<file path="config.mk">
export PLATFORM = sky130hd
export DESIGN_NAME = mdv_ctrl
export DESIGN_NICKNAME = d
export VERILOG_FILES = /design/src/rtl/mdv_ctrl.sv
export SDC_FILE = /design/constraint.sdc
export NUM_CORES = 1
export LEC_CHECK = 0
export BUFFER_PORTS_ARGS = -buffer_cell sky130_fd_sc_hd__buf_2
export CORE_AREA = 2 2 69 58
export CTS_CLUSTER_DIAMETER = 30
export DETAILED_ROUTE_END_ITERATION = 8
export DIE_AREA = 0 0 71 60
export HOLD_SLACK_MARGIN = 0.03
export PLACE_DENSITY = 0.77
export SLEW_MARGIN = 20
export SYNTH_ARGS = -nofsm -noshare
export SYNTH_HDL_FRONTEND = slang
export SYNTH_SLANG_ARGS = --single-unit
</file>
<file path="constraint.sdc">
create_clock -name clk -period 2.4 [get_ports clk]
set_input_delay 0.48 -clock clk [delete_from_list [all_inputs] [get_ports clk]]
set_output_delay 0.48 -clock clk [all_outputs]
set_load 0.02 [all_outputs]
</file>
<file path="src/rtl/mdv_ctrl.sv">
// mdv_ctrl: microdrive select controller between the ZX8302 peripheral logic and up to
// NDRIVES microdrive replay units. Decodes the serial drive-select chain, selects one
// drive, models motor spin-up and muxes the selected drive's gap/rx_ready/byte to the CPU.
//
// Ports:
//   clk, reset        system clock, asynchronous active-high reset
//   ce                CPU clock enable; spin-up counts only on ce
//   sel_clk/sel_data  drive-select chain clock level (async) and data bit
//   irq_ack           single-cycle clear of gap_irq
//   drv_gap/drv_rx_ready/drv_dout  per-drive status and byte (drive i at [8i+7:8i])
//   drv_sel           one-hot drive select
//   motor_on          high while spinning up or running
//   gap/rx_ready/dout CPU-visible registered status and byte
//   gap_irq           latched gap-start interrupt
//   sel_err           select chain holds more than one set bit
module mdv_ctrl #(
   parameter int unsigned NDRIVES      = 2,
   parameter int unsigned SPINUP_TICKS = 1500
) (
   input  logic                 clk,
   input  logic                 reset,
   input  logic                 ce,
   input  logic                 sel_clk,
   input  logic                 sel_data,
   input  logic                 irq_ack,
   input  logic [NDRIVES-1:0]   drv_gap,
   input  logic [NDRIVES-1:0]   drv_rx_ready,
   input  logic [8*NDRIVES-1:0] drv_dout,
   output logic [NDRIVES-1:0]   drv_sel,
   output logic                 motor_on,
   output logic                 gap,
   output logic                 rx_ready,
   output logic [7:0]           dout,
   output logic                 gap_irq,
   output logic                 sel_err
);

   localparam int unsigned IdxW     = (NDRIVES > 1) ? $clog2(NDRIVES) : 1;
   localparam int unsigned CntW     = (SPINUP_TICKS > 0) ? $clog2(SPINUP_TICKS + 1) : 1;
   localparam int unsigned LastTick = (SPINUP_TICKS > 0) ? SPINUP_TICKS - 1 : 0;
   localparam logic [CntW-1:0] CntLast = CntW'(LastTick);

   typedef enum logic [1:0] {StIdle, StSpinup, StRun} state_e;

   function automatic logic [NDRIVES-1:0] onehot(input logic [IdxW-1:0] idx);
      logic [NDRIVES-1:0] v;
      v = '0;
      for (int i = 0; i < NDRIVES; i++) begin
         v[i] = (idx == IdxW'(i));
      end
      return v;
   endfunction

   // ---------------------------------------------------------------
   // sel_clk synchronizer and select shift register
   // ---------------------------------------------------------------
   logic               s1, s2, s3;
   logic               sel_edge;
   logic [NDRIVES-1:0] sr, sr_next;

   assign sel_edge = s2 & ~s3;

   // Written as a loop so NDRIVES=1 degenerates to sr <= sel_data.
   always_comb begin
      sr_next    = '0;
      sr_next[0] = sel_data;
      for (int i = 1; i < NDRIVES; i++) begin
         sr_next[i] = sr[i-1];
      end
   end

   always_ff @(posedge clk or posedge reset) begin
      if (reset) begin
         s1 <= 1'b0;
         s2 <= 1'b0;
         s3 <= 1'b0;
         sr <= '0;
      end else begin
         s1 <= sel_clk;
         s2 <= s1;
         s3 <= s2;
         if (sel_edge) begin
            sr <= sr_next;
         end
      end
   end

   // ---------------------------------------------------------------
   // Registered decode of the shift register
   // ---------------------------------------------------------------
   logic [3:0]      ones;
   logic [IdxW-1:0] hot_idx;
   logic            tgt_valid;
   logic [IdxW-1:0] tgt_idx;

   always_comb begin
      ones    = '0;
      hot_idx = '0;
      for (int i = 0; i < NDRIVES; i++) begin
         if (sr[i]) begin
            ones    = ones + 4'd1;
            hot_idx = IdxW'(i);
         end
      end
   end

   always_ff @(posedge clk or posedge reset) begin
      if (reset) begin
         tgt_valid <= 1'b0;
         tgt_idx   <= '0;
         sel_err   <= 1'b0;
      end else begin
         tgt_valid <= (ones == 4'd1);
         tgt_idx   <= hot_idx;
         sel_err   <= (ones > 4'd1);
      end
   end

   // ---------------------------------------------------------------
   // Select / spin-up state machine
   // ---------------------------------------------------------------
   state_e          state;
   logic [IdxW-1:0] cur;
   logic [CntW-1:0] cnt;

   always_ff @(posedge clk or posedge reset) begin
      if (reset) begin
         state    <= StIdle;
         cur      <= '0;
         cnt      <= '0;
         drv_sel  <= '0;
         motor_on <= 1'b0;
      end else begin
         case (state)
            StIdle: begin
               if (tgt_valid) begin
                  state    <= StSpinup;
                  cur      <= tgt_idx;
                  cnt      <= '0;
                  drv_sel  <= onehot(tgt_idx);
                  motor_on <= 1'b1;
               end
            end
            StSpinup: begin
               if (!tgt_valid) begin
                  state    <= StIdle;
                  drv_sel  <= '0;
                  motor_on <= 1'b0;
               end else if (tgt_idx != cur) begin
                  cur     <= tgt_idx;
                  cnt     <= '0;
                  drv_sel <= onehot(tgt_idx);
               end else if (SPINUP_TICKS == 0) begin
                  state <= StRun;
               end else if (ce) begin
                  // cnt stops at CntLast, so it can never wrap
                  if (cnt == CntLast) begin
                     state <= StRun;
                  end else begin
                     cnt <= cnt + 1'b1;
                  end
               end
            end
            StRun: begin
               if (!tgt_valid) begin
                  state    <= StIdle;
                  drv_sel  <= '0;
                  motor_on <= 1'b0;
               end else if (tgt_idx != cur) begin
                  state   <= StSpinup;
                  cur     <= tgt_idx;
                  cnt     <= '0;
                  drv_sel <= onehot(tgt_idx);
               end
            end
            default: begin
               state    <= StIdle;
               drv_sel  <= '0;
               motor_on <= 1'b0;
            end
         endcase
      end
   end

   // ---------------------------------------------------------------
   // Drive multiplexer and CPU-side registered outputs
   // ---------------------------------------------------------------
   logic       sel_gap, sel_rdy;
   logic [7:0] sel_dout;
   logic       in_run;
   logic       gap_prev;  // gap one clk earlier
   logic       gap_run;   // gap was last loaded from a drive, not forced

   assign in_run = (state == StRun);

   always_comb begin
      sel_gap  = 1'b1;
      sel_rdy  = 1'b0;
      sel_dout = '0;
      for (int i = 0; i < NDRIVES; i++) begin
         if (cur == IdxW'(i)) begin
            sel_gap  = drv_gap[i];
            sel_rdy  = drv_rx_ready[i];
            sel_dout = drv_dout[8*i +: 8];
         end
      end
   end

   always_ff @(posedge clk or posedge reset) begin
      if (reset) begin
         gap      <= 1'b1;
         gap_prev <= 1'b1;
         gap_run  <= 1'b0;
         rx_ready <= 1'b0;
         dout     <= 8'h00;
         gap_irq  <= 1'b0;
      end else begin
         gap      <= in_run ? sel_gap : 1'b1;
         gap_prev <= gap;
         gap_run  <= in_run;
         rx_ready <= in_run & sel_rdy;
         if (in_run) begin
            dout <= sel_dout;
         end
         // A rise caused by leaving RUN is forced, not a gap start: gap_run masks it.
         if (gap & ~gap_prev & gap_run) begin
            gap_irq <= 1'b1;
         end else if (irq_ack) begin
            gap_irq <= 1'b0;
         end
      end
   end

endmodule

</file>
==> results.md <==
- Avg Cell Area, Syn: ~10 um^2
- Switching share of power: ~40%
- Distinct cell type count after synthesis: 36
- Count of mapped cells out of synthesis: 176
- Share of the cycle needed by the critical path after routing: between 80% and 90%
- Leakage Power: 1.03 nW
- Dominant cells by area after synthesis: dfrtp_1 (49%), mux2i_1 (6.0%), nor2_1 (4.5%)
- Number of DRC markers in iteration 0: between 100 and 150
- Worst Path Arrival: 2.28 ns
- Net count after synthesis: 208
- Detailed placer's ending HPWL: 2510 um
- Number of synthesized flops with an enable pin: 0
- M1 WL: around 1700 um
- CTS H-Tree Depth: 2
- Largest net degree at the start of global routing: 39
- Global-route wire length before repair: roughly 6000 um
- Sw Pwr: approximately 0.95 mW
- Drt via density: around 5.2
- Cell chosen for the clock root: clkbuf_8
- Leading cell type in the layout, fill and taps excluded: buf_2
- Share of synthesized area occupied by flip-flops and latches: roughly half
- Highest routing layer actually used: met4
- Dominant delay contributor by cell family on the critical path: compound AO/OA/AOI/OAI gates
- Internal power contribution: 1.49 mW
- Layout net count: 250
- Clock network power share: a little under a fifth
- Input/output buffers: 40
- Share of the synthesized area in the top cell type: a little under 50%
- Average wire per standard cell: 12.9 um
- Setup total negative slack: 0 ns
- Share of the core filled with cells: 59.7%
- Core Region: between 3000 and 4000 um^2
- Startpoint type of the worst setup path: flip-flop
- Series of cell instances along the critical path: inv_1 -> ha_1 -> nor2b_1 -> o32a_1 -> a221o_1 -> a21o_1 -> a22o_1
- Layout-stage area growth over the synthesis result: 17.5%
- Max-cap check violation count: 0
- Number of flip-flops and latches in the synthesized netlist: 38
- GRT Total Usage: a little under a fifth
- Final estimated routing congestion in global placement: between 0.8 and 0.9
- Number of buffers added for setup after CTS: 0
- Cell Rows: 20
- Diode insertion count for antenna repair: 0
- Metal2 WL: ~1500 um
- Logic gate share of total power: ~44%
- Cts bufs inserted: 5
- Category of the most critical setup path: reg -> reg
- Setup WS post-layout: 0.304 ns
- Detailed-routed wire length on met3: about 150 um
- Crit Path Max Fanout: 12
- Setup repair after global routing missed its margin: false
- Worst min-delay path category: in -> async
- Horiz. Die Dim: 71 um
- Die height: around 60 um
- Synth warn: 0
- Worst slew margin relative to its limit: 69.2%
- Most frequent cells in the layout: buf_2 (40), dfrtp_1 (36), nor2_1 (22), nand2_1 (15), o21ai_0 (14)
- Aggregate routed wire length: ~3400 um
- Clock-pin slew of the registers on the worst-case setup and hold paths: about 0.070 ns
- Cell type contributing the most total cell area after synthesis: dfrtp_1
- Remaining routing DRC violations: 0
- Worst Skew: between 0.004 and 0.005 ns
- CTS tree: yes
- Number of buffers inserted for hold repair after clock tree synthesis: 0
- Overflow after GRT: 0
- Worst path bufs/invs: 1
- Count of endpoints failing hold in the final timing report: 0
- Initial core utilization: 50.8%
- Power per standard cell area: between 1000 and 1500 nW/um^2
- Count of vias placed by the detailed router: between 1000 and 1500
- Final period demand of the worst path: 2.10 ns
- DRT antenna net count: 0
- Share of total power in sequential cells: 37.7%
- Area of the die: approximately 4300 um^2
- Max-slew violation count: 0
- Longest individual stage delay on the worst path: roughly 0.40 ns
- Async set or reset register ratio after synthesis: between 90% and 100%
- Boundary pin count: 41
- Number of antenna violations at the first check in global routing: 0
- DR pass1 iterations: 4
- Via count of the first global-routing pass: approximately 1300
- Post-place setup slack: about 0.33 ns
- Post-CTS Resized: 0
- Type of destination of the critical path: flip-flop
- Register-to-register path setup slack: approximately 0.30 ns
- Data required time of the worst path: ~2.6 ns
- Final number of setup-violating endpoints: 0
- Total number of clock tree sinks: 38
- Transition time at the pin with the least slew margin: roughly 0.46 ns
- Clock latency reported for the late side of the worst-skew pair: about 0.29 ns
- Area of the mapped netlist: roughly 1800 um^2
- Worst IR drop on VDD: around 0.00069 V
- Achievable clock frequency: 477 MHz
- Outcome: finished clean
- Leading register cell type out of synthesis: dfrtp_1
- Fraction of layout instances using a drive strength above 1: roughly 28%
- Maximum number of buffers from clock root to sink: 2
- Cell at the slowest stage of the critical path: dfrtp_1
==> tightest hold or removal path: stages <==
cell	delay (ns)
buf_2	0.09
inv_1	0.04
buf_4	0.40
==> synthesized netlist by cell type, types with 2 or more instances <==
cell type and n:
ha_1 6, mux2i_1 11, o41ai_1 4, inv_1 4, mux2_2 5, nor2_1 22, dfstp_2 2, o21ai_0 14
nand2_1 15, nor2b_1 4, nor3_1 4, o31ai_1 2, dfrtp_1 36, nand3b_1 2, clkbuf_1 5, buf_6 2
a22o_1 2, nand3_1 6, a21oi_1 11, nand2b_1 3
==> routing by layer <==
layer / vias up / global-route usage, %
met2: 27 / 29.2
met5: - / 0
met4: 0 / 4.58
met3: 2 / 7.42
li1: 704 / -
met1: 646 / 24.1
==> through the flow <==
step	area (um^2)	instances	power, mW	hold slack [ns]
CTS	2170	263	2.46	0.292
detailed placement	2070	255	2.01	0.340
global placement	2070	255	1.98	0.335
floorplan	1840	176	1.76	0.331
finish	2170	263	2.44	0.289
global route	2170	263	2.63	0.285
==> state kept, by name, summed over array words and instances, names as in the netlist, 2 cells and up <==
name,cells
drv_sel,2
dout,8
sr,2
cnt,11
state,2
==> power by group through the flow <==
stage               Sequential [mW]  Combinational [mW]  Clock [mW]
floorplan                      1.02               0.744           0
global placement              0.927                1.05           0
detailed placement            0.935                1.07           0
CTS                           0.921                1.08       0.457
global route                  0.947                1.20       0.485
finish                        0.920                1.07       0.450
==> logic make-up (layout without fill, tap and decap cells) <==
kind of cell               after synthesis  after routing  synth area share, %
buffers and inverters                   12             55                 3.33
muxes                                   16             16                 9.03
and+or+nand+nor                         63             63                 16.8
DFF                                     38             38                 51.7
AOI/OAI and AO/OA                       39             39                 13.1
xor gates and xnor gates                 2              2                 1.97
adders and majority gates                6              6                 4.07
==> cell type report <==
class	count	area, um^2
tap	44	55.1
clock buffer	7	86.3
sequential	38	953
clock inverter	1	5.00
fill	295	1460
timing repair buffer	43	223
inverter	4	15.0
multi-input combinational	126	828
==> worst paths after layout <==
path	from	endpoint	depth (start not counted)
max in group asynchronous	reset	gap_prev$_DFF_PP1_	3
worst min-delay path	reset	dout[0]$_DFFE_PP0P_	3
worst max-delay path	state[0]$_DFFE_PP0P_	cnt[3]$_DFFE_PP0P_	7
worst min register to register	s1$_DFF_PP0_	s2$_DFF_PP0_	0
worst max register to register	state[0]$_DFFE_PP0P_	cnt[3]$_DFFE_PP0P_	7
min in group clk	sel_clk	s1$_DFF_PP0_	1
No activity file was read; power rests on OpenSTA's default activity.
